===== src/rtl/ta_ldd_pkg.sv =====
// Shared definitions for the laser-diode-driver command path: default widths
// and the scheduler state encoding, so the driver and the scheduler agree.
package ta_ldd_pkg;

    localparam int TOP0_0 = 3;
    localparam int LDD0_0 = 32;
    localparam int GAP_W  = 16;

    typedef enum logic [2:0] {
        S_IDLE  = 3'd0,
        S_OPEN  = 3'd1,
        S_RUN   = 3'd2,
        S_CLOSE = 3'd3,
        S_GAP   = 3'd4
    } state_t;

endpackage


===== src/rtl/ta_rr_arb.sv =====
// Combinational round-robin picker: one-hot grant on the first set request
// found searching upward from ptr, wrapping at NREQ-1.
module ta_rr_arb #(
    parameter int  NREQ = 4,
    localparam int IW   = $clog2(NREQ)
) (
    input  logic [NREQ-1:0] req,
    input  logic [IW-1:0]   ptr,
    output logic [NREQ-1:0] grant
);

    localparam logic [IW:0] NREQ_L = (IW+1)'(NREQ);

    logic [IW:0]   sum_s;
    logic [IW-1:0] idx_s;
    logic          found_s;

    // Walk the requesters starting at ptr and keep only the first hit.
    always_comb begin
        grant   = '0;
        found_s = 1'b0;
        sum_s   = '0;
        idx_s   = '0;
        for (int i = 0; i < NREQ; i++) begin
            sum_s        = {1'b0, ptr} + (IW+1)'(i);
            sum_s        = (sum_s >= NREQ_L) ? (sum_s - NREQ_L) : sum_s;
            idx_s        = sum_s[IW-1:0];
            grant[idx_s] = grant[idx_s] | (req[idx_s] & ~found_s);
            found_s      = found_s | req[idx_s];
        end
    end

endmodule


===== src/rtl/ta_ldd_sched.sv =====
// Round-robin scheduler sharing one laser-diode-driver command port: grants one
// request at a time, strobes open/close, and enforces a guard gap between bursts.
module ta_ldd_sched #(
    parameter int  NREQ   = 4,
    parameter int  TOP0_0 = ta_ldd_pkg::TOP0_0,
    parameter int  LDD0_0 = ta_ldd_pkg::LDD0_0,
    parameter int  GAP_W  = ta_ldd_pkg::GAP_W,
    localparam int IW     = $clog2(NREQ)
) (
    input  logic                     clk200,
    input  logic                     rst_n,
    input  logic [NREQ-1:0]          req_valid,
    output logic [NREQ-1:0]          req_ready,
    input  logic [NREQ*TOP0_0-1:0]   req_wdis,
    input  logic [NREQ*LDD0_0-1:0]   req_plus,
    input  logic [NREQ-1:0]          req_abort,
    input  logic [GAP_W-1:0]         gap_cycles,
    output logic [TOP0_0-1:0]        com_wdis,
    output logic [LDD0_0-1:0]        com_plus,
    output logic                     com_open,
    output logic                     com_close,
    output logic [IW-1:0]            grant_id,
    output logic                     busy,
    output logic                     done
);

    import ta_ldd_pkg::state_t;
    import ta_ldd_pkg::S_IDLE;
    import ta_ldd_pkg::S_OPEN;
    import ta_ldd_pkg::S_RUN;
    import ta_ldd_pkg::S_CLOSE;
    import ta_ldd_pkg::S_GAP;

    state_t              state_r;
    state_t              state_next_s;
    logic [IW-1:0]       ptr_r;
    logic [LDD0_0-1:0]   cnt_r;
    logic [GAP_W-1:0]    gcnt_r;
    logic [TOP0_0-1:0]   com_wdis_r;
    logic [LDD0_0-1:0]   com_plus_r;
    logic                com_open_r;
    logic                com_close_r;
    logic [IW-1:0]       grant_id_r;
    logic                busy_r;
    logic                done_r;

    logic [NREQ-1:0]     grant_s;
    logic                accept_s;
    logic [IW-1:0]       win_idx_s;
    logic [IW-1:0]       ptr_next_s;
    logic [TOP0_0-1:0]   win_wdis_s;
    logic [LDD0_0-1:0]   win_plus_s;
    logic                abort_own_s;
    logic                run_last_s;
    logic                gap_zero_s;

    ta_rr_arb #(.NREQ(NREQ)) u_arb (
        .req   (req_valid),
        .ptr   (ptr_r),
        .grant (grant_s)
    );

    assign req_ready = (state_r == S_IDLE) ? grant_s : '0;
    assign accept_s  = (state_r == S_IDLE) && (|req_valid);

    // Encode the winner and mux out its width code and pulse count.
    always_comb begin
        win_idx_s  = '0;
        win_wdis_s = '0;
        win_plus_s = '0;
        for (int i = 0; i < NREQ; i++) begin
            win_idx_s = grant_s[i] ? IW'(i) : win_idx_s;
        end
        for (int i = 0; i < NREQ; i++) begin
            win_wdis_s = (win_idx_s == IW'(i)) ? req_wdis[i*TOP0_0 +: TOP0_0] : win_wdis_s;
            win_plus_s = (win_idx_s == IW'(i)) ? req_plus[i*LDD0_0 +: LDD0_0] : win_plus_s;
        end
    end

    assign ptr_next_s  = (win_idx_s == IW'(NREQ-1)) ? '0 : (win_idx_s + IW'(1));
    assign abort_own_s = req_abort[grant_id_r];
    // Natural completion outranks a coincident abort; an open-ended burst keeps cnt at 0.
    assign run_last_s  = (cnt_r == LDD0_0'(1));
    assign gap_zero_s  = (gap_cycles == '0);

    // Next-state decode.
    always_comb begin
        state_next_s = state_r;
        case (state_r)
            S_IDLE: begin
                if (accept_s) begin
                    state_next_s = S_OPEN;
                end else begin
                    state_next_s = S_IDLE;
                end
            end
            S_OPEN: state_next_s = S_RUN;
            S_RUN: begin
                if (run_last_s) begin
                    state_next_s = gap_zero_s ? S_IDLE : S_GAP;
                end else if (abort_own_s) begin
                    state_next_s = S_CLOSE;
                end else begin
                    state_next_s = S_RUN;
                end
            end
            S_CLOSE: state_next_s = gap_zero_s ? S_IDLE : S_GAP;
            S_GAP: begin
                if (gcnt_r == GAP_W'(1)) begin
                    state_next_s = S_IDLE;
                end else begin
                    state_next_s = S_GAP;
                end
            end
            default: state_next_s = S_IDLE;
        endcase
    end

    // State register, counters and registered command outputs.
    always_ff @(posedge clk200 or negedge rst_n) begin
        if (!rst_n) begin
            state_r     <= S_IDLE;
            ptr_r       <= '0;
            cnt_r       <= '0;
            gcnt_r      <= '0;
            com_wdis_r  <= '0;
            com_plus_r  <= '0;
            com_open_r  <= 1'b0;
            com_close_r <= 1'b0;
            grant_id_r  <= '0;
            busy_r      <= 1'b0;
            done_r      <= 1'b0;
        end else begin
            state_r     <= state_next_s;
            busy_r      <= (state_next_s != S_IDLE);
            com_open_r  <= 1'b0;
            com_close_r <= 1'b0;
            done_r      <= 1'b0;
            case (state_r)
                S_IDLE: begin
                    if (accept_s) begin
                        com_wdis_r <= win_wdis_s;
                        com_plus_r <= win_plus_s;
                        grant_id_r <= win_idx_s;
                        ptr_r      <= ptr_next_s;
                        com_open_r <= 1'b1;
                    end
                end
                S_OPEN: cnt_r <= com_plus_r;
                S_RUN: begin
                    if (run_last_s) begin
                        done_r <= 1'b1;
                        gcnt_r <= gap_cycles;
                    end else if (abort_own_s) begin
                        com_close_r <= 1'b1;
                    end else if (cnt_r != '0) begin
                        cnt_r <= cnt_r - LDD0_0'(1);
                    end
                end
                S_CLOSE: begin
                    done_r <= 1'b1;
                    gcnt_r <= gap_cycles;
                end
                S_GAP: gcnt_r <= gcnt_r - GAP_W'(1);
                default: ;
            endcase
        end
    end

    assign com_wdis  = com_wdis_r;
    assign com_plus  = com_plus_r;
    assign com_open  = com_open_r;
    assign com_close = com_close_r;
    assign grant_id  = grant_id_r;
    assign busy      = busy_r;
    assign done      = done_r;

endmodule


===== config.mk =====
export PLATFORM = sky130hd
export DESIGN_NAME = ta_ldd_sched
export DESIGN_NICKNAME = d
export VERILOG_FILES = /design/src/rtl/ta_ldd_pkg.sv /design/src/rtl/ta_rr_arb.sv /design/src/rtl/ta_ldd_sched.sv
export SDC_FILE = /design/constraint.sdc
export NUM_CORES = 1
export LEC_CHECK = 0
export ABC_AREA = 1
export BUFFER_PORTS_ARGS = -buffer_cell sky130_fd_sc_hd__buf_2
export CAP_MARGIN = 20
export CORE_MARGIN = 2
export CORE_UTILIZATION = 35
export DETAILED_ROUTE_END_ITERATION = 8
export PLACE_DENSITY_LB_ADDON = 0.12
export REMOVE_ABC_BUFFERS = 1
export SYNTH_ARGS = -nofsm -noshare
export SYNTH_HDL_FRONTEND = slang
export SYNTH_SLANG_ARGS = --single-unit

===== constraint.sdc =====
create_clock -name clk200 -period 5.4 [get_ports clk200]
set_clock_uncertainty 0.1 [all_clocks]
set_input_delay 0.81 -clock clk200 [delete_from_list [all_inputs] [get_ports clk200]]
set_output_delay 0.81 -clock clk200 [all_outputs]
set_load 0.03 [all_outputs]

### Word-level counts from Yosys, hierarchy flattened

Index checks and enable logic that the tools add are counted.

* add/subtract/negate cells: 10
* $lt $le $gt $ge: 13
* equal/unequal tests: 13
* muxes and demuxes: 65
* bitwise gates (word level): 13
* reductions and logical operators: 16

Operators with widths (number)
* 2-to-1 mux 32 bit: 7
* case mux 32 bit (2 select lines): 1
* case mux 16 bit (3 select lines): 1
* == test 32 x 1 -> 1 bit (second input constant): 1
* nonzero test 32 bit: 1
* subtractor 32 x 1 -> 32 bit (second input constant): 1
* 2-to-1 mux 1 bit: 22
* 2-to-1 mux 3 bit: 7
* binary-select mux 1 bit (select 2 bit): 9
* == test 16 x 1 -> 1 bit (second input constant): 1
* logical NOT 16 bit: 1
* 2-to-1 mux 16 bit: 1
* subtractor 16 x 1 -> 16 bit (second input constant): 1
* less-than comparator 2 x 3 -> 1 bit (second input constant): 5
* case mux 3 bit (5 select lines): 1
* 2-to-1 mux 2 bit: 7
* bitwise mux 4 bit: 3
* >= comparator 3 bit (second input constant): 3
* demux 1 bit (select 2 bit): 4
* >= comparator 2 x 1 -> 1 bit (second input constant): 4
* != test 2 bit (second input constant): 4
* subtractor 2 x 1 -> 2 bit (second input constant): 4
* adder 2 x 2 -> 3 bit (second input constant): 2
* == test 3 x 2 -> 1 bit (second input constant): 2
* 21 further kinds: 37

* bits in registers: 94
* output and inout port bits: 45

### Longest topological paths before layout

* depth in word-level cells: 27
* mapped depth: 31
* mapped depth without buffers: 28

### Modules after synthesis

A second synthesis with hierarchy kept.

* cell total of the unflattened synthesis: 1096
* area, all modules: 7061.8 sq um

By module, submodules not included
* ta_ldd_sched: instances 1, cells each 1007, area each 6567.5 sq um, sequential area each 2352.3 sq um
* ta_rr_arb: instances 1, cells each 89, area each 494.2 sq um, sequential area each 0.0 sq um

### Worst setup path after synthesis

No wires, ideal clock.

* path kind: input -> register
* from: in req_valid[2]
* to: reg com_plus_r[11] (netlist: com_plus[11])
* arrival time: 3.677 ns
* slack: 1.509 ns
* stages: 29
* buffers on the path: 4
* path through: nand2_1 nand3_2 nand4_1 nand3_1 nand2_1 nand3_1 nand3_1 nand3_1 nand2_2 nand3_1 nand3_1 nand3_1 nand2_2 nand3_4 nand2_2 buf_6 buf_6 nand2_1 inv_1 ha_1 clkbuf_1 clkinv_1 clkbuf_1 nand3_1 nand2_1 nand3_1 nand3_1 nand2_1 inv_1

* cells in the longest elaborated chain, start to end: 24

Ends and longest elaborated chain
* start: declaration: line ta_ldd_sched.sv:12 `input logic [NREQ-1:0] req_valid,`
* binary-select mux 1 bit (select 2 bit): line ta_rr_arb.sv:28, ta_rr_arb.sv:29
* 2-to-1 mux 1 bit (not written as such): line ta_rr_arb.sv:28, ta_rr_arb.sv:29
* OR 1 bit: line ta_rr_arb.sv:28 `grant[idx_s] = grant[idx_s] | (req[idx_s] & ~found_s);`
* AND 4 bit (no line)
* binary-select mux 1 bit (select 2 bit): line ta_rr_arb.sv:28
* 2-to-1 mux 1 bit (not written as such): line ta_rr_arb.sv:28
* OR 1 bit: line ta_rr_arb.sv:28
* bitwise mux 4 bit: line ta_rr_arb.sv:28
* [... 4 more ...]
* binary-select mux 1 bit (select 2 bit): line ta_rr_arb.sv:28
* 2-to-1 mux 1 bit (not written as such): line ta_rr_arb.sv:28
* OR 1 bit: line ta_rr_arb.sv:28
* bitwise mux 4 bit: line ta_rr_arb.sv:28
* 2-to-1 mux 1 bit: line ta_ldd_sched.sv:72 `win_idx_s = grant_s[i] ? IW'(i) : win_idx_s;`
* 2-to-1 mux 2 bit (2 in a row): line ta_ldd_sched.sv:72
* logical NOT 2 bit: line ta_ldd_sched.sv:76 `win_plus_s = (win_idx_s == IW'(i)) ? req_plus[i*LDD0_0 +: LDD0_0] : win_plus_s;`
* 2-to-1 mux 32 bit (4 in a row): line ta_ldd_sched.sv:76
* end signal: assignment: line ta_ldd_sched.sv:143 `com_plus_r <= win_plus_s;`
* end: declaration: line ta_ldd_sched.sv:40 `logic [LDD0_0-1:0] com_plus_r;`

Parallel ways exist; a longest one is shown, timed or not. The select of a mux whose other input is x is not followed.
A chain may end at the register's enable or synchronous reset.

### Worst setup path in the final report

* from: reg ptr_r[0]
* to: out req_ready[3]

* cells in the longest elaborated chain, start to end: 20

Ends and longest elaborated chain
* start: declaration: line ta_ldd_sched.sv:36 `logic [IW-1:0] ptr_r;`
* start signal: assignment: line ta_ldd_sched.sv:145 `ptr_r <= ptr_next_s;`
* >= comparator 2 x 3 -> 1 bit or subtractor 2 x 1 -> 2 bit (tied branches): line ta_rr_arb.sv:26 `sum_s = (sum_s >= NREQ_L) ? (sum_s - NREQ_L) : sum_s;`
* 2-to-1 mux 2 bit: line ta_rr_arb.sv:26
* less-than comparator 2 x 3 -> 1 bit (not written as such) or >= comparator 2 x 1 -> 1 bit (tied branches): line ta_rr_arb.sv:28
* logical AND 1 bit (not written as such): line ta_rr_arb.sv:28
* 2-to-1 mux 1 bit (not written as such): line ta_rr_arb.sv:28
* demux 1 bit (select 2 bit)
* AND 4 bit (no line)
* binary-select mux 1 bit (select 2 bit): line ta_rr_arb.sv:28
* [... 4 more ...]
* 2-to-1 mux 1 bit (not written as such): line ta_rr_arb.sv:28
* OR 1 bit: line ta_rr_arb.sv:28
* bitwise mux 4 bit: line ta_rr_arb.sv:28
* binary-select mux 1 bit (select 2 bit): line ta_rr_arb.sv:28
* 2-to-1 mux 1 bit (not written as such): line ta_rr_arb.sv:28
* OR 1 bit: line ta_rr_arb.sv:28
* bitwise mux 4 bit (*): line ta_rr_arb.sv:28
* 2-to-1 mux 4 bit (*): line ta_ldd_sched.sv:63 `assign req_ready = (state_r == S_IDLE) ? grant_s : '0;`
* end: declaration: line ta_ldd_sched.sv:13 `output logic [NREQ-1:0] req_ready,`

Every way passes the cells marked *; elsewhere a longest branch is shown, timed or not. The select of a mux whose other input is x is not followed.

==> results.sh <==
export IMPL_drive_above_1_share=0.208
export IMPL_dieHeight_um=148
export IMPL_cp_end_kind="primary output"
export IMPL_ys_ff_latch=94
export IMPL_initial_core_util=0.357
export IMPL_routed_wirelength_mm=24.1
export IMPL_wl_per_cell_um=15.1
export IMPL_nets=1489
export IMPL_gp_congestion=0.845
export IMPL_dpl_cell_area_mm2=0.00844
export IMPL_grt_pass1_wl_mm=39.5
export IMPL_track_usage=0.225
export IMPL_ys_top_cells_by_area="dfrtp_1, nand3_1, nand2_1"
export IMPL_mostFrequentLayoutCell="nand2_1"
export IMPL_die_w_um=148
export IMPL_crit_family="simple AND/OR/NAND/NOR gates"
export IMPL_clk_pin_slew_worst_paths_ps=70
export IMPL_drv_slew=0
export IMPL_startpoint_type="flop"
export IMPL_cp_slowest_cell="buf_4"
export IMPL_r2r_start="ptr_r[0]"
export IMPL_yosysTopAreaCellShare=0.326
export IMPL_tightest_slew_ps=916
export IMPL_synth_largest_area_cell="dfrtp_1"
export IMPL_postCtsSetupBuffers=0
export IMPL_grt_overflow=0
export IMPL_fin_crit_sh=0.872
export IMPL_max_slew_margin=0.389
export IMPL_drc_errors=0
export IMPL_async_reset_ff_frac=1.00
export IMPL_viasPerCell=5.01
export IMPL_ant_nets=0
export IMPL_final_cell_mix="nand2_1, nand3_1, buf_2"
export IMPL_cts_root_buf="clkbuf_16"
export IMPL_port_buffers=210
export IMPL_firstDrtPassIters=5
export IMPL_drv_cap=0
export IMPL_worstSetupPathType="reg -> out"
export IMPL_finalHoldViolCount=0
export IMPL_critPathArrivalTime_ps=3800
export IMPL_cp_common_cell="nand3_1"
export IMPL_ys_seq_area_frac=0.326
export IMPL_rows=52
export IMPL_rsz0062_at_grt="no"
export IMPL_ys_types=40
export IMPL_yosysWarnings=0
export IMPL_worstHoldEndpoint="gcnt_r[5]"
export IMPL_syn_to_final_growth_pct=22.3
export IMPL_worstHoldStart="gcnt_r[5]"
export IMPL_num_fill_cells=2198
export IMPL_cts_sinks=94
export IMPL_antenna_found_initial=2
export IMPL_grt_max_degree=68
export IMPL_cts_resized=0
export IMPL_finalSetupViolCount=0
export IMPL_clock_path_buffers=2
export IMPL_pin_count=211
export IMPL_htreeDepth=3
export IMPL_rr_endpoint="com_plus[2]"
export IMPL_crit_required_ps=4490
export IMPL_crit_fanout=66
export IMPL_hold_depth=2
export IMPL_cpPeakStageDelay_ps=550
export IMPL_syn_avg_cell_area_um2=6.38
export IMPL_max_freq_mhz=212
export IMPL_rr_worst_depth=27
export IMPL_cts_buffers=9
export IMPL_cts_tree="done"
export IMPL_dieArea_mm2=0.0218
export IMPL_netlist_instances=1132
export IMPL_vias=7972
export IMPL_startpoint="ptr_r[0]"
export IMPL_crit_chain="inv_1 -> ha_1 -> inv_1 -> nand3_1 -> nand2_1 -> nand3_1 -> nand3_1 -> nand3_1 -> nand2_2 -> nand3_1 -> nand3_1 -> nand3_1 -> nand2_2 -> nand3_4 -> nand2_2 -> buf_4 -> nor2_1 -> buf_2"
export IMPL_ctsHoldBuffers=0
export IMPL_period_minus_slack_ps=4710
export IMPL_design_area_mm2=0.00883
export IMPL_synth_ff_type="dfrtp_1"
export IMPL_grt_pass1_vias=7700
export IMPL_hold_path_class="reg -> reg"
export IMPL_detail_route_iter0_violations=398
export IMPL_synth_edf_count=0
export IMPL_netlist_area_mm2=0.00722
export IMPL_status="complete, no violations"
export IMPL_clk_latency_ps=350
export IMPL_reg2reg_slack_ps=1220
export IMPL_core_mm2=0.0202
export IMPL_cp_buffers_inverters=4
export IMPL_hpwl_mm=17.5
## final cells by class
cell class / instances / area, µm² / share of cell area
clock inverter: 7 / 113 / 0.0128
antenna: 2 / 5.00 / 0.000567
multi-input combinational: 813 / 3950 / 0.447
timing repair buffer: 228 / 1220 / 0.138
inverter: 167 / 627 / 0.0710
tap: 270 / 338 / 0.0383
clock buffer: 9 / 225 / 0.0255
sequential: 94 / 2350 / 0.266
## kinds of logic (layout without fill, tap and decap cells)
logic type / Yosys count / count (layout) / share of synthesized area
buf+inv: 225 / 411 / 0.129
xor+xnor: 19 / 19 / 0.0231
other cells: 0 / 2 / 0
simple gates: 639 / 639 / 0.393
compound gates: 145 / 145 / 0.112
flops: 94 / 94 / 0.326
fa+ha+maj: 10 / 10 / 0.0173
## worst reg2reg max path, cell delays in order, from the launching register on
cell	delay, ps
dfrtp_1	420
inv_1	350
ha_1	380
inv_1	160
nand3_1	90
nand2_1	150
nand3_1	110
nand3_1	90
nand3_1	100
nand2_2	110
nand3_1	110
nand3_1	100
nand3_1	80
nand2_2	100
nand2_1	80
o21ai_0	250
nand2_1	90
nand2_1	130
inv_1	60
ha_1	190
clkinv_1	120
buf_12	200
nand3_1	100
nand2_1	80
nand3_1	70
nand3_1	160
nand2_1	70
inv_1	50
## synthesized netlist by cell type (all sizes together) (2+ instances only)
library cell  count
nand2           286
nand3           226
inv             165
dfrtp            94
o21ai            91
nor2             79
clkbuf           38
a21oi            27
buf              20
or2              18
xor2             18
nand4            11
ha               10
nor3              8
nor4              8
o211ai            6
o22ai             5
a31oi             4
a2bb2oi           3
o221ai            3
clkinv            2
nand3b            2
## metal layers
metal / global-route usage / share of wire / vias up
met1: 0.292 / 0.44 / 3714
li1: - / - / 4019
met4: 0.0611 / 0.023 / 0
met2: 0.378 / 0.48 / 208
met5: 0 / 0 / -
met3: 0.0528 / 0.064 / 31
## sequential cells by signal, indices dropped and copies added (netlist names)
signal,cells
state_r,3
com_close,1
ptr_r,2
gcnt_r,16
done,1
com_plus,32
com_wdis,3
cnt_r,32
busy,1
com_open,1
grant_id,2
## per-stage QoR
| step | setup TNS, ps | std cells | util | hold WS, ps | setup slack [ps] |
|---|---|---|---|---|---|
| 2_1_floorplan | -13910 | 1074 | - | 369 | -400 |
| 3_3_place_gp | 0 | 1570 | 0.417 | 396 | 646 |
| 3_5_place_dp | 0 | 1570 | 0.417 | 402 | 654 |
| 4_1_cts | 0 | 1586 | 0.434 | 420 | 614 |
| 5_1_grt | 0 | 1590 | 0.436 | 481 | 293 |
| 6_report | 0 | 1590 | 0.436 | 422 | 692 |
## how the worst max path moves through the flow
stage / slack, ps / depth (start not counted) / end
6_report: 690 / 18 / req_ready[3]
5_1_grt: 290 / 18 / req_ready[3]
4_1_cts: 610 / 27 / com_plus[2]
3_5_place_dp: 650 / 27 / com_plus[2]
3_3_place_gp: 650 / 25 / com_plus[7]
2_1_floorplan: -400 / 21 / com_plus[0]
Power is not shown: default switching activity piles up to over one toggle a cycle in this logic, so the estimate is an artifact.
